===== config.mk =====
export PLATFORM = sky130hd
export DESIGN_NAME = pipe_ctrl_flat
export DESIGN_NICKNAME = d
export VERILOG_FILES = /design/src/rtl/pipe_ctrl_pkg.sv /design/src/rtl/pipe_ctrl_if.sv /design/src/rtl/pipe_perf_cnt.sv /design/src/rtl/pipe_ctrl.sv /design/src/flat_wrapper.sv
export SDC_FILE = /design/constraint.sdc
export NUM_CORES = 1
export LEC_CHECK = 0
export CAP_MARGIN = 20
export CORE_UTILIZATION = 40
export CTS_CLUSTER_SIZE = 8
export DETAILED_ROUTE_END_ITERATION = 12
export PLACE_DENSITY = 0.58
export SLEW_MARGIN = 20
export SYNTH_ARGS = -nofsm -noshare
export SYNTH_HDL_FRONTEND = slang
export SYNTH_HIERARCHICAL = 1
export SYNTH_SLANG_ARGS = --single-unit

===== constraint.sdc =====
create_clock -name clk -period 2.1 [get_ports clk]
set_input_delay 0.315 -clock clk [delete_from_list [all_inputs] [get_ports clk]]
set_output_delay 0.315 -clock clk [all_outputs]
set_load 0.01 [all_outputs]

===== src/rtl/pipe_ctrl_pkg.sv =====
// Shared definitions for the pipeline stall/flush controller: halt codes, reset level,
// FSM state encoding and a saturating counter helper.
package pipe_ctrl_pkg;

  localparam logic [1:0] HALT_RUN   = 2'b00;
  localparam logic [1:0] HALT_FRONT = 2'b01;
  localparam logic [1:0] HALT_ALL   = 2'b11;

  localparam logic RST_ENABLE = 1'b1;

  typedef enum logic [1:0] {
    ST_RUN      = 2'b00,
    ST_FLUSH    = 2'b01,
    ST_MEM_WAIT = 2'b10
  } state_e;

  function automatic logic [15:0] sat_inc16(input logic [15:0] v);
    return (v == 16'hFFFF) ? v : v + 16'd1;
  endfunction

endpackage


===== src/rtl/pipe_ctrl_if.sv =====
// Stall-request / halt-control bundle between the pipeline stages and pipe_ctrl.
// Performance counter signals exist only when PIPE_PERF_EN is defined.
interface pipe_ctrl_if;

  logic        if_stall_req;
  logic        id_stall_req;
  logic        ex_branch_taken;
  logic        mem_stall_req;
  logic [1:0]  halt_type;
  logic        IFID_discard;
  logic        IDEX_discard;
  logic        stall_timeout;
`ifdef PIPE_PERF_EN
  logic [31:0] stall_cycles;
  logic [31:0] flush_count;

  modport master (
    output if_stall_req, id_stall_req, ex_branch_taken, mem_stall_req,
    input  halt_type, IFID_discard, IDEX_discard, stall_timeout,
    input  stall_cycles, flush_count
  );

  modport slave (
    input  if_stall_req, id_stall_req, ex_branch_taken, mem_stall_req,
    output halt_type, IFID_discard, IDEX_discard, stall_timeout,
    output stall_cycles, flush_count
  );
`else
  modport master (
    output if_stall_req, id_stall_req, ex_branch_taken, mem_stall_req,
    input  halt_type, IFID_discard, IDEX_discard, stall_timeout
  );

  modport slave (
    input  if_stall_req, id_stall_req, ex_branch_taken, mem_stall_req,
    output halt_type, IFID_discard, IDEX_discard, stall_timeout
  );
`endif

endinterface


===== src/rtl/pipe_perf_cnt.sv =====
// Stall-cycle and accepted-redirect counters (32-bit, wrapping); built only under PIPE_PERF_EN.
module pipe_perf_cnt (
  input  logic        clk,
  input  logic        rst,
  input  logic        halt_active_i,
  input  logic        redirect_i,
  output logic [31:0] stall_cycles_o,
  output logic [31:0] flush_count_o
);

  logic [31:0] stall_cycles_q, stall_cycles_d;
  logic [31:0] flush_count_q, flush_count_d;

  // Next-count logic
  always_comb begin
    stall_cycles_d = stall_cycles_q;
    flush_count_d  = flush_count_q;
    if (halt_active_i) begin
      stall_cycles_d = stall_cycles_q + 32'd1;
    end else begin
      stall_cycles_d = stall_cycles_q;
    end
    if (redirect_i) begin
      flush_count_d = flush_count_q + 32'd1;
    end else begin
      flush_count_d = flush_count_q;
    end
  end

  // Counter registers
  always_ff @(posedge clk) begin
    if (rst) begin
      stall_cycles_q <= 32'd0;
      flush_count_q  <= 32'd0;
    end else begin
      stall_cycles_q <= stall_cycles_d;
      flush_count_q  <= flush_count_d;
    end
  end

  assign stall_cycles_o = stall_cycles_q;
  assign flush_count_o  = flush_count_q;

endmodule


===== src/rtl/pipe_ctrl.sv =====
// Pipeline stall/flush controller: Mealy outputs from state + requests, post-redirect flush
// window and sticky memory-stall timeout. Optional counters under PIPE_PERF_EN.
module pipe_ctrl
  import pipe_ctrl_pkg::*;
#(
  parameter int unsigned FLUSH_CYCLES = 1,
  parameter int unsigned MEM_TIMEOUT  = 255
) (
  input  logic        clk,
  input  logic        rst,
  pipe_ctrl_if.slave  bus
);

  localparam logic [2:0]  FLUSH_RELOAD = 3'(FLUSH_CYCLES - 1);
  localparam logic [15:0] TIMEOUT_LIM  = 16'(MEM_TIMEOUT);

  state_e      state_q, state_d;
  logic [2:0]  flush_cnt_q, flush_cnt_d;
  logic [15:0] mem_cnt_q, mem_cnt_d;
  logic        stall_timeout_q, stall_timeout_d;
  logic [1:0]  halt_s;
  logic        ifid_discard_s;
  logic        idex_discard_s;
  logic        redirect_s;
  logic        window_s;

  // flush_cnt is nonzero only in FLUSH, or in MEM_WAIT when a stall interrupted a window
  assign window_s = (state_q != ST_RUN) && (flush_cnt_q != 3'd0);

  // Next-state and output decode, highest-priority request first
  always_comb begin
    state_d         = state_q;
    flush_cnt_d     = flush_cnt_q;
    mem_cnt_d       = 16'd0;
    stall_timeout_d = stall_timeout_q;
    halt_s          = HALT_RUN;
    ifid_discard_s  = 1'b0;
    idex_discard_s  = 1'b0;
    redirect_s      = 1'b0;
    if (rst == RST_ENABLE) begin
      ifid_discard_s = 1'b1;
      idex_discard_s = 1'b1;
      state_d        = ST_RUN;
    end else if (bus.mem_stall_req) begin
      halt_s    = HALT_ALL;
      state_d   = ST_MEM_WAIT;
      mem_cnt_d = sat_inc16(mem_cnt_q);
      if (mem_cnt_d >= TIMEOUT_LIM) begin
        stall_timeout_d = 1'b1;
      end else begin
        stall_timeout_d = stall_timeout_q;
      end
    end else if (bus.ex_branch_taken) begin
      ifid_discard_s = 1'b1;
      idex_discard_s = 1'b1;
      redirect_s     = 1'b1;
      flush_cnt_d    = FLUSH_RELOAD;
      state_d        = (FLUSH_RELOAD != 3'd0) ? ST_FLUSH : ST_RUN;
    end else if (window_s) begin
      ifid_discard_s = 1'b1;
      flush_cnt_d    = flush_cnt_q - 3'd1;
      state_d        = (flush_cnt_d != 3'd0) ? ST_FLUSH : ST_RUN;
    end else if (bus.id_stall_req || bus.if_stall_req) begin
      halt_s         = HALT_FRONT;
      idex_discard_s = 1'b1;
      state_d        = ST_RUN;
    end else begin
      state_d = ST_RUN;
    end
  end

  // State, window and timeout registers
  always_ff @(posedge clk) begin
    if (rst == RST_ENABLE) begin
      state_q         <= ST_RUN;
      flush_cnt_q     <= 3'd0;
      mem_cnt_q       <= 16'd0;
      stall_timeout_q <= 1'b0;
    end else begin
      state_q         <= state_d;
      flush_cnt_q     <= flush_cnt_d;
      mem_cnt_q       <= mem_cnt_d;
      stall_timeout_q <= stall_timeout_d;
    end
  end

  assign bus.halt_type     = halt_s;
  assign bus.IFID_discard  = ifid_discard_s;
  assign bus.IDEX_discard  = idex_discard_s;
  assign bus.stall_timeout = stall_timeout_q;

`ifdef PIPE_PERF_EN
  pipe_perf_cnt u_perf (
    .clk            (clk),
    .rst            (rst),
    .halt_active_i  (halt_s != HALT_RUN),
    .redirect_i     (redirect_s),
    .stall_cycles_o (bus.stall_cycles),
    .flush_count_o  (bus.flush_count)
  );
`else
  logic unused_s;
  assign unused_s = redirect_s;
`endif

endmodule

===== src/flat_wrapper.sv =====
// flat-port wrapper written by rule: the top's interface ports become plain ports
module pipe_ctrl_flat import pipe_ctrl_pkg::*;
#(
  parameter int unsigned FLUSH_CYCLES = 1,
  parameter int unsigned MEM_TIMEOUT  = 255
)
  (clk, rst, bus_if_stall_req, bus_id_stall_req, bus_ex_branch_taken, bus_mem_stall_req, bus_halt_type, bus_IFID_discard, bus_IDEX_discard, bus_stall_timeout);
  pipe_ctrl_if bus_i ();
  input  logic clk;
  input  logic rst;
  input wire logic [$bits(bus_i.if_stall_req)-1:0] bus_if_stall_req;
  input wire logic [$bits(bus_i.id_stall_req)-1:0] bus_id_stall_req;
  input wire logic [$bits(bus_i.ex_branch_taken)-1:0] bus_ex_branch_taken;
  input wire logic [$bits(bus_i.mem_stall_req)-1:0] bus_mem_stall_req;
  output wire logic [$bits(bus_i.halt_type)-1:0] bus_halt_type;
  output wire logic [$bits(bus_i.IFID_discard)-1:0] bus_IFID_discard;
  output wire logic [$bits(bus_i.IDEX_discard)-1:0] bus_IDEX_discard;
  output wire logic [$bits(bus_i.stall_timeout)-1:0] bus_stall_timeout;
  assign bus_i.if_stall_req = bus_if_stall_req;
  assign bus_i.id_stall_req = bus_id_stall_req;
  assign bus_i.ex_branch_taken = bus_ex_branch_taken;
  assign bus_i.mem_stall_req = bus_mem_stall_req;
  assign bus_halt_type = bus_i.halt_type;
  assign bus_IFID_discard = bus_i.IFID_discard;
  assign bus_IDEX_discard = bus_i.IDEX_discard;
  assign bus_stall_timeout = bus_i.stall_timeout;
  pipe_ctrl #(.FLUSH_CYCLES(FLUSH_CYCLES), .MEM_TIMEOUT(MEM_TIMEOUT)) u_core (.clk(clk), .rst(rst), .bus(bus_i));
endmodule

==> impl_metrics.csv, run 1 <==
group,metric,value,unit
clocking,cts_max_path_buffers,2,
floorplan,core,2830,sq um
place,hpwl,1.98,mm
critical_path,cpPeakStageDelay,0.54,ns
route,wirelength,2.56,mm
power,p_int,555,uW
power,clock_power_share,32.7,%
global_routing,grt_use_total,17.8,%
clocking,clk_pin_slew,0.11,ns
critical_path,crit_chain,"clkdlybuf4s50_1 > buf_4 > nand2b_1 > inv_1 > clkdlybuf4s50_1",
floorplan,initial_core_util,43.7,%
final_layout,drive_gt1_share,22.1,%
route,first_pass_iters,4,
global_routing,antenna_found_initial,0,
floorplan,die_area,3310,sq um
route,drc,0,
yosys,seq_area_frac_synth,35.7,%
critical_path,cp_common_cell,"clkdlybuf4s50_1",
sta,tns,0,ns
sta,relSlewSlack,71.4,%
yosys,synthSimpleGateAreaFrac,29.9,%
place,place_inst,199,
clocking,cts_setup_buffers,0,
sta,fin_ws,0.116,ns
place,gp_congestion,0.830,
floorplan,die_w,57.6,um
critical_path,critPathMaxFanout,6,
critical_path,worstSetupPathType,"primary input to output pin",
yosys,syn-cell-area,1230,sq um
yosys,synthAdderAreaFrac,4.05,%
global_routing,grt_max_degree,16,
clocking,cts_hold_buf,0,
sta,worst_pin_slew,0.426,ns
yosys,synth_compound_area_share,15.1,%
job,cap_viol_max_count,0,
power,ir_worst_vdd,0.420,mV
global_routing,grt_pass1_vias,1066,
yosys,yosysWarnings,6,
final_layout,finalNetCount,183,
floorplan,rows,19,
route,ant_nets,0,
yosys,ys_ff_latch,22,
sta,period_minus_slack,1.98,ns
sta,holdWs,0.534,ns
yosys,synth.avg_cell_area,8.34,sq um
clocking,clkLatencyLatePin,0.31,ns
power,power.share.switching,21.7,%
clocking,cts_sinks,22,
critical_path,end_kind,"output pin",
worst_hold_path,hold_class,"flip-flop to flip-flop",
yosys,synthCells,148,
route,first_iter_violations,41,
clocking,htreeDepth,1,
power,pwr-share-comb,7.8,%
sta,grt_setup_unrepaired,"false",
yosys,synth_top_family_by_area,"simple AND/OR/NAND/NOR gates",
critical_path,worstPathArrival,1.67,ns
final_layout,stdcell_count,203,
power,switching_power,154,uW
route,routedWlPerCell,12.6,um
sta,fin_skew,0.00801,ns
route,vias,1094,
sta,setup_viol,0,
power,pwr-share-seq,59.4,%
power,p_per_area,472,nW/um^2
critical_path,cp.required,1.78,ns
yosys,synth_xor_area_share,6.38,%
floorplan,io_pins,11,
critical_path,critPathLaunchType,"primary input",
sta,fmax,0.504,GHz
place,io_buffers,10,
final_layout,area_growth,21.6,%
yosys,netlist-cell-type-count,38,
clocking,ctsRootBufferMaster,"clkbuf_4",
critical_path,reg2reg_slack,0.15,ns
global_routing,grt_first_pass_wirelength,4.65,mm
critical_path,cp_slowest_cell,"clkdlybuf4s50_1",
place,pre_cts_slack,0.0227,ns
outcome,outcome,"complete, no violations",
clocking,cts_buffers,3,
power,leakage,0.612,nW
yosys,synth.area.mux_share,2.53,%
sta,hold_viol,0,
sta,period_share,94.5,%
clocking,tritoncts,"yes",
route,via_per_inst,5.39,
floorplan,die_h,57.6,um
final_layout,diodes,0,
sta,finalMaxSlewViolations,0,
global_routing,grt-ovfl-total,0,
yosys,synth_fp_nets,158,
[Yosys cell counts (all sizes together)]
cell type | number | area [sq um]
nand2 | 6 | 22.5
o21a | 1 | 7.51
clkbuf | 3 | 11.3
ha | 4 | 50.1
o211ai | 1 | 7.51
dfxtp | 22 | 440
a211oi | 3 | 22.5
buf | 4 | 37.5
inv | 8 | 30.0
o21bai | 1 | 7.51
nand4 | 7 | 58.8
a21oi | 11 | 55.1
or2 | 4 | 25.0
mux2i | 2 | 20.0
nor2 | 20 | 82.6
and2 | 2 | 12.5
o2111ai | 1 | 8.76
a31oi | 5 | 31.3
or3 | 1 | 6.26
o21ai | 5 | 25.0
and3b | 1 | 10.0
xnor2 | 5 | 43.8
mux2 | 1 | 11.3
or4 | 2 | 15.0
o22ai | 2 | 12.5
nand2b | 4 | 25.0
and4 | 4 | 38.8
xor2 | 4 | 35.0
o311ai | 1 | 8.76
nor3 | 4 | 20.0
nand3 | 4 | 20.0
and3 | 5 | 32.5
[critical path: cells and delay by family]
family                 cells  cell delay [ns]
buffers and inverters      4             1.29
and+or+nand+nor            1             0.07
[kinds of logic after synthesis]
family / Yosys count
multiplexers: 3
XOR/XNOR: 9
AND/OR/NAND/NOR: 64
flip-flops: 22
adder cells (fa/ha/maj): 4
AO/OA/AOI/OAI: 31
buffers and inverters: 15
[area by class of cell]
class,instances,area [sq um]
inverter,8,30.0
fill,278,1330
timing repair buffer,27,225
sequential,22,442
tap,31,38.8
multi-input combinational,111,729
clock buffer,4,36.3
[flip-flops by register name, summed over array words and instances, names as in the netlist]
| signal | count |
|---|---|
| u_core/mem_cnt_q | 16 |
| u_core/flush_cnt_q | 3 |
| u_core/state_q | 2 |
| u_core/bus.stall_timeout | 1 |
[stage by stage]
| stage | util (%) | total power [mW] | instance area, sq um |
|---|---|---|---|
| 2_1_floorplan | - | 0.454 | 1230 |
| 3_3_place_gp | 51.3 | 0.487 | 1450 |
| 3_5_place_dp | 51.3 | 0.488 | 1450 |
| 4_1_cts | 53.0 | 0.722 | 1500 |
| 5_1_grt | 53.1 | 0.749 | 1500 |
| 6_report | 53.1 | 0.709 | 1500 |
[layer usage]
layer / global-route usage (%) / vias up / routed length, um
met1: 23.5 / 507 / 1370
met5: 0 / - / 0
met3: 4.76 / 2 / 38
li1: - / 578 / -
met2: 29.6 / 7 / 1140
met4: 3.14 / 0 / 18
[power groups by stage]
stage	sequential [mW]	combinational, mW	clock [mW]
after floorplan	0.432	0.0227	0
after global placement	0.431	0.0565	0
after detailed placement	0.431	0.0571	0
after CTS	0.422	0.0554	0.245
after global routing	0.422	0.0612	0.265
final	0.421	0.0554	0.232
[placed cells by master, fill, tap and decap left out, types with 2 or more instances in the layout]
cell type,netlist,final
a21oi_1,11,10
and4_2,1,2
nor3_1,4,4
a211oi_1,3,3
nand2b_1,4,4
nand4_1,6,6
o21ai_0,5,5
dfxtp_1,22,21
a31oi_1,5,5
mux2i_1,2,2
buf_4,2,17
nand2_1,6,6
xnor2_1,5,5
inv_1,8,7
or4_1,2,2
xor2_1,4,4
and3_1,4,4
clkdlybuf4s50_1,0,7
ha_1,4,4
and2_1,2,2
dlygate4sd2_1,0,2
nor2_1,19,18
clkbuf_4,0,3
nand3_1,4,4
or2_2,4,4
[final timing paths]
path              depth (start not counted)                       end                   from
setup reg to reg                          6  u_core/bus.stall_timeout    u_core/mem_cnt_q[7]
setup / recovery                          5          bus_halt_type[1]      bus_mem_stall_req
hold reg to reg                           2     u_core/flush_cnt_q[1]  u_core/flush_cnt_q[1]
hold / removal                            2     u_core/flush_cnt_q[1]  u_core/flush_cnt_q[1]
[repair_timing]
item / 4_1_cts / 5_1_grt
gates resized for setup: 7 / 3
pin swaps: 1 / 2
hold endpoints to repair: 0 / 0
endpoints found under the setup margin: 3 / 4
(Power assumes the default switching activity.)
==> run 2: changes to the inputs <==
--- a/config.mk
+++ b/config.mk
@@ -9,7 +9,7 @@
 export CORE_UTILIZATION = 40
 export CTS_CLUSTER_SIZE = 8
 export DETAILED_ROUTE_END_ITERATION = 12
-export PLACE_DENSITY = 0.58
+export PLACE_DENSITY = 0.67
 export SLEW_MARGIN = 20
 export SYNTH_ARGS = -nofsm -noshare
 export SYNTH_HDL_FRONTEND = slang
==> run 2 against run 1 <==
The flow now finishes with violations (DRC); final cell count is 2.0% lower; die area stayed put; utilization decreased by 1.1 points; combinational power increased by 2%; power down 5.3%; highest routed layer unchanged; sequential share of layout area grew 0.65 points; wire length increased by 2.2%; clock power is 17% lower; first-iteration DRC count rose by 37%; cell area down 2.2%; clock skew fell by 0.0022 ns; critical path type is now flip-flop to output pin.
==> impl_metrics.csv, run 2 (synthesis gave the netlist of run 1 again) <==
group,metric,value,unit
outcome,outcome,"finished, violations left",
outcome,violations,"DRC",
sta,hold_viol,0,
sta,fin_skew,0.00580,ns
final_layout,drive_gt1_share,20.2,%
floorplan,rows,19,
route,first_iter_violations,56,
global_routing,antenna_found_initial,0,
final_layout,final_cell_mix,"21 x dfxtp_1, 18 x nor2_1, 14 x buf_4",
final_layout,finalNetCount,180,
route,first_pass_iters,8,
place,hpwl,1.98,mm
final_layout,reg.largest.list,"u_core/mem_cnt_q (16), u_core/flush_cnt_q (3), u_core/state_q (2)",
power,pwr-share-seq,62.8,%
clocking,cts_buffers,3,
global_routing,grt_first_pass_wirelength,4.51,mm
clocking,cts_sinks,22,
final_layout,layout_commonest_cell,"dfxtp_1",
final_layout,largest_reg_flops,16,
job,cap_viol_max_count,0,
power,ir_worst_vdd,0.194,mV
clocking,tritoncts,"yes",
sta,worst_pin_slew,0.443,ns
floorplan,initial_core_util,43.7,%
critical_path,worstPathArrival,1.67,ns
critical_path,crit_end,"bus_IDEX_discard",
critical_path,worstSetupPathType,"flip-flop to output pin",
power,p_int,517,uW
global_routing,grt-ovfl-total,0,
critical_path,critPathLaunchType,"flip-flop",
worst_hold_path,hold_depth,2,
power,power.share.switching,23.0,%
clocking,htreeDepth,1,
clocking,clk_pin_slew,0.12,ns
clocking,clkLatencyLatePin,0.30,ns
sta,fmax,0.503,GHz
sta,fin_ws,0.112,ns
floorplan,io_pins,11,
route,drc,1,
place,gp_congestion,0.824,
sta,period_minus_slack,1.99,ns
critical_path,end_kind,"output pin",
sta,relSlewSlack,70.3,%
route,vias,1109,
route,wirelength,2.62,mm
critical_path,critPathMaxFanout,3,
power,leakage,0.601,nW
route,routedWlPerCell,13.1,um
clocking,cts_hold_buf,0,
place,pre_cts_slack,0.0244,ns
sta,tns,0,ns
worst_hold_path,hold_class,"flip-flop to flip-flop",
route,ant_nets,0,
floorplan,die_area,3310,sq um
clocking,cts_max_path_buffers,2,
sta,grt_setup_unrepaired,"false",
final_layout,area_growth,18.9,%
sta,period_share,94.7,%
global_routing,grt_use_total,17.7,%
critical_path,cp.required,1.78,ns
route,via_per_inst,5.57,
global_routing,grt_pass1_vias,1027,
power,pwr-share-comb,8.4,%
sta,finalMaxSlewViolations,0,
critical_path,rr_startpoint,"u_core/mem_cnt_q[3]",
power,clock_power_share,28.8,%
critical_path,cp-startpoint,"u_core/flush_cnt_q[0]",
global_routing,grt_max_degree,16,
final_layout,diodes,0,
critical_path,reg2reg_to,"u_core/bus.stall_timeout",
floorplan,die_h,57.6,um
sta,setup_viol,0,
clocking,ctsRootBufferMaster,"clkbuf_4",
floorplan,die_w,57.6,um
power,switching_power,154,uW
floorplan,core,2830,sq um
power,p_per_area,457,nW/um^2
final_layout,top_register,"u_core/mem_cnt_q",
critical_path,reg2reg_slack,0.13,ns
clocking,cts_setup_buffers,0,
place,io_buffers,10,
critical_path,worstRegToRegCells,6,
[run 2: cell count changes in the layout (fill, tap and decap cells not counted)]
cell | previous run | this run
clkbuf_8 | 1 | 0
and4_4 | 1 | 2
dlymetal6s2s_1 | 0 | 1
clkdlybuf4s50_1 | 7 | 6
and4_2 | 2 | 1
buf_4 | 17 | 14
[run 2: worst min-delay path by stage]
| stage | start | slack, ns | to |
|---|---|---|---|
| after detailed placement | u_core/flush_cnt_q[2] | 0.52 | u_core/state_q[0] |
| after global placement | u_core/flush_cnt_q[2] | 0.51 | u_core/state_q[0] |
| final | u_core/flush_cnt_q[1] | 0.53 | u_core/flush_cnt_q[1] |
| after global routing | u_core/flush_cnt_q[1] | 0.56 | u_core/flush_cnt_q[1] |
| after CTS | u_core/flush_cnt_q[1] | 0.52 | u_core/flush_cnt_q[1] |
| after floorplan | rst | 0.39 | u_core/flush_cnt_q[0] |
[run 2: through the flow]
step	cells	util [%]	total power [mW]	area, sq um	hold WS (ns)
final	199	51.9	0.671	1470	0.526
after global placement	196	50.6	0.487	1430	0.513
after detailed placement	196	50.6	0.488	1430	0.525
after CTS	199	51.6	0.676	1460	0.523
after global routing	199	51.9	0.706	1470	0.556
after floorplan	148	-	0.454	1230	0.387
[run 2: power by group through the flow]
stage                     clock [mW]  combinational (mW)  sequential, mW
after CTS                      0.198              0.0557           0.422
after detailed placement           0              0.0577           0.431
final                          0.193              0.0566           0.422
after floorplan                    0              0.0227           0.432
after global routing           0.223              0.0616           0.422
after global placement             0              0.0567           0.431
[run 2: routing by layer]
metal,global-route usage (%),vias to the layer above,wire [um]
met4,7.32,0,17
met1,24.8,518,1320
met5,0,-,0
met3,2.72,2,110
met2,27.1,21,1170
li1,-,568,-
[run 2: critical path, stage by stage, from the launching register on]
cell and delay [ns]:
dfxtp_2 0.35, inv_1 0.05, ha_1 0.18, inv_1 0.06, o22ai_2 0.07, buf_4 0.15, a21oi_1 0.14, o21bai_1 0.08
dlygate4sd2_1 0.28
[run 2: layout make-up]
| type | count | area (sq um) |
|---|---|---|
| fillers | 291 | 1360 |
| repair buffers | 24 | 205 |
| clock buffers | 3 | 22.5 |
| multi-input cells | 111 | 731 |
| inverters | 8 | 30.0 |
| flip-flops and latches | 22 | 442 |
| well taps | 31 | 38.8 |
[run 2: what timing repair did]
| action | CTS | global route |
|---|---|---|
| cloned | 0 | 0 |
| pin swaps | 1 | 2 |
| setup endpoints to repair | 3 | 5 |
| resized for setup | 6 | 6 |
==> run 3: changes to the inputs <==
--- a/config.mk
+++ b/config.mk
@@ -10,6 +10,7 @@
 export CTS_CLUSTER_SIZE = 8
 export DETAILED_ROUTE_END_ITERATION = 12
 export PLACE_DENSITY = 0.67
+export SETUP_SLACK_MARGIN = 0.3
 export SLEW_MARGIN = 20
 export SYNTH_ARGS = -nofsm -noshare
 export SYNTH_HDL_FRONTEND = slang
==> run 3 against run 2 <==
The flow now finishes without violations; power increased by 3.5%; non-clock buffer count increased by 26; utilization increased by 11 points; first-iteration DRC count unchanged; via count increased by 7.8%; clock power increased by 8%; die area unchanged; combinational power increased by 20%; sequential cell count unchanged; critical path type unchanged; largest cell class unchanged.
==> impl_metrics.csv, run 3 (synthesis gave the netlist of run 1 again) <==
group,metric,value,unit
outcome,outcome,"complete, no violations",
sta,fmax,0.540,GHz
power,leakage,0.754,nW
sta,tns,0,ns
clocking,cts_max_path_buffers,2,
sta,fin_skew,0.00341,ns
route,wirelength,3.14,mm
route,ant_nets,0,
critical_path,reg2reg_slack,0.27,ns
critical_path,crit_chain,"inv_2 > ha_4 > inv_4 > o22ai_4 > a21oi_4 > nor2_2 > buf_4 > inv_2 > buf_6",
final_layout,reg.largest.list,"u_core/mem_cnt_q (16), u_core/flush_cnt_q (3), u_core/state_q (2)",
global_routing,grt_max_degree,16,
final_layout,largest_reg_flops,16,
sta,worst_pin_slew,0.440,ns
critical_path,rr_startpoint,"u_core/mem_cnt_q[7]",
critical_path,cp.required,1.78,ns
place,io_buffers,10,
critical_path,cpPeakStageDelay,0.35,ns
route,vias,1195,
clocking,htreeDepth,1,
final_layout,top_register,"u_core/mem_cnt_q",
floorplan,core,2830,sq um
critical_path,cp_common_cell,"inv_2",
place,postPlaceCellArea,1470,sq um
critical_path,cp_top_family,"buffers and inverters",
sta,period_minus_slack,1.85,ns
route,via_per_inst,5.29,
sta,hold_viol,0,
route,first_pass_iters,4,
sta,setup_viol,0,
sta,period_share,88.2,%
sta,grt_setup_unrepaired,"true",
route,drc,0,
sta,finalMaxSlewViolations,0,
critical_path,worstPathArrival,1.54,ns
route,first_iter_violations,56,
global_routing,antenna_found_initial,0,
floorplan,io_pins,11,
global_routing,grt_pass1_vias,1097,
power,power,695,uW
worst_hold_path,hold_depth,2,
final_layout,final_cell_area,1790,sq um
floorplan,die_w,57.6,um
clocking,clkLatencyLatePin,0.31,ns
floorplan,rows,19,
final_layout,layout_commonest_cell,"buf_4",
critical_path,critPathMaxFanout,2,
critical_path,reg2reg_to,"u_core/bus.stall_timeout",
worst_hold_path,worstHoldStart,"rst",
clocking,cts_hold_buf,0,
worst_hold_path,hold_end,"u_core/flush_cnt_q[0]",
global_routing,grt-ovfl-total,0,
job,cap_viol_max_count,0,
global_routing,grt_first_pass_wirelength,4.97,mm
critical_path,worstSetupPathType,"flip-flop to output pin",
final_layout,finalNetCount,206,
worst_hold_path,hold_class,"primary input to flip-flop",
clocking,tritoncts,"yes",
critical_path,cp_slowest_cell,"dfxtp_2",
power,ir_worst_vdd,0.293,mV
clocking,cts_buffers,3,
global_routing,grt_use_total,19.7,%
clocking,ctsRootBufferMaster,"clkbuf_4",
clocking,cts_sinks,22,
route,routedWlPerCell,13.9,um
power,p_per_area,389,nW/um^2
critical_path,end_kind,"output pin",
final_layout,diodes,0,
critical_path,critPathLaunchType,"flip-flop",
critical_path,path_buf_inv,5,
place,hpwl,1.98,mm
sta,relSlewSlack,70.5,%
floorplan,die_h,57.6,um
place,gp_congestion,0.849,
final_layout,area_growth,44.8,%
floorplan,initial_core_util,43.7,%
clocking,clk_pin_slew,0.12,ns
critical_path,worstRegToRegCells,8,
final_layout,drive_gt1_share,45.6,%
final_layout,final_cell_mix,"38 x buf_4, 18 x nor2_1, 10 x dfxtp_2",
floorplan,die_area,3310,sq um
sta,holdWs,0.450,ns
[run 3: through the flow]
stage | worst slack [ns] | util (%) | cells
after floorplan | 0.259 | - | 148
after global placement | 0.0894 | 51.9 | 196
after detailed placement | 0.0465 | 51.9 | 196
after CTS | 0.187 | 59.0 | 214
after global routing | 0.145 | 63.2 | 226
final | 0.247 | 63.2 | 226
[run 3: layout make-up]
class / count / area (sq um)
Clock buffer: 4 / 26.3
Fill cell: 238 / 1040
Inverter: 8 / 32.5
Multi-Input combinational cell: 111 / 820
Sequential cell: 22 / 472
Tap cell: 31 / 38.8
Timing Repair Buffer: 50 / 399
[run 3: report_power, final]
part           internal (mW)  switching, mW  leakage [nW]
clock                 0.0743          0.135        0.0150
combinational         0.0367         0.0311         0.553
sequential             0.415        0.00335         0.187
[run 3: routing by layer]
layer	part of all wire (%)	GRT usage, %
met1	46	23.2
met2	51	35.4
met3	1.8	4.08
met4	1.1	6.62
met5	0	0
[run 3: how the worst max path moves through the flow]
stage	to	slack [ns]	cells after the start	startpoint
3_3_place_gp	bus_halt_type[0]	0.09	8	u_core/flush_cnt_q[1]
4_1_cts	bus_halt_type[0]	0.19	8	u_core/flush_cnt_q[0]
6_report	bus_IFID_discard	0.25	9	u_core/flush_cnt_q[0]
3_5_place_dp	bus_IDEX_discard	0.05	5	bus_if_stall_req
2_1_floorplan	u_core/bus.stall_timeout	0.26	8	u_core/mem_cnt_q[5]
5_1_grt	bus_IFID_discard	0.15	9	u_core/flush_cnt_q[0]
[run 3: repair_timing]
| action | CTS | global route |
|---|---|---|
| gates resized for setup | 44 | 10 |
| pin swaps | 11 | 8 |
| buffers inserted | 14 | 12 |
| setup endpoints to repair | 5 | 5 |
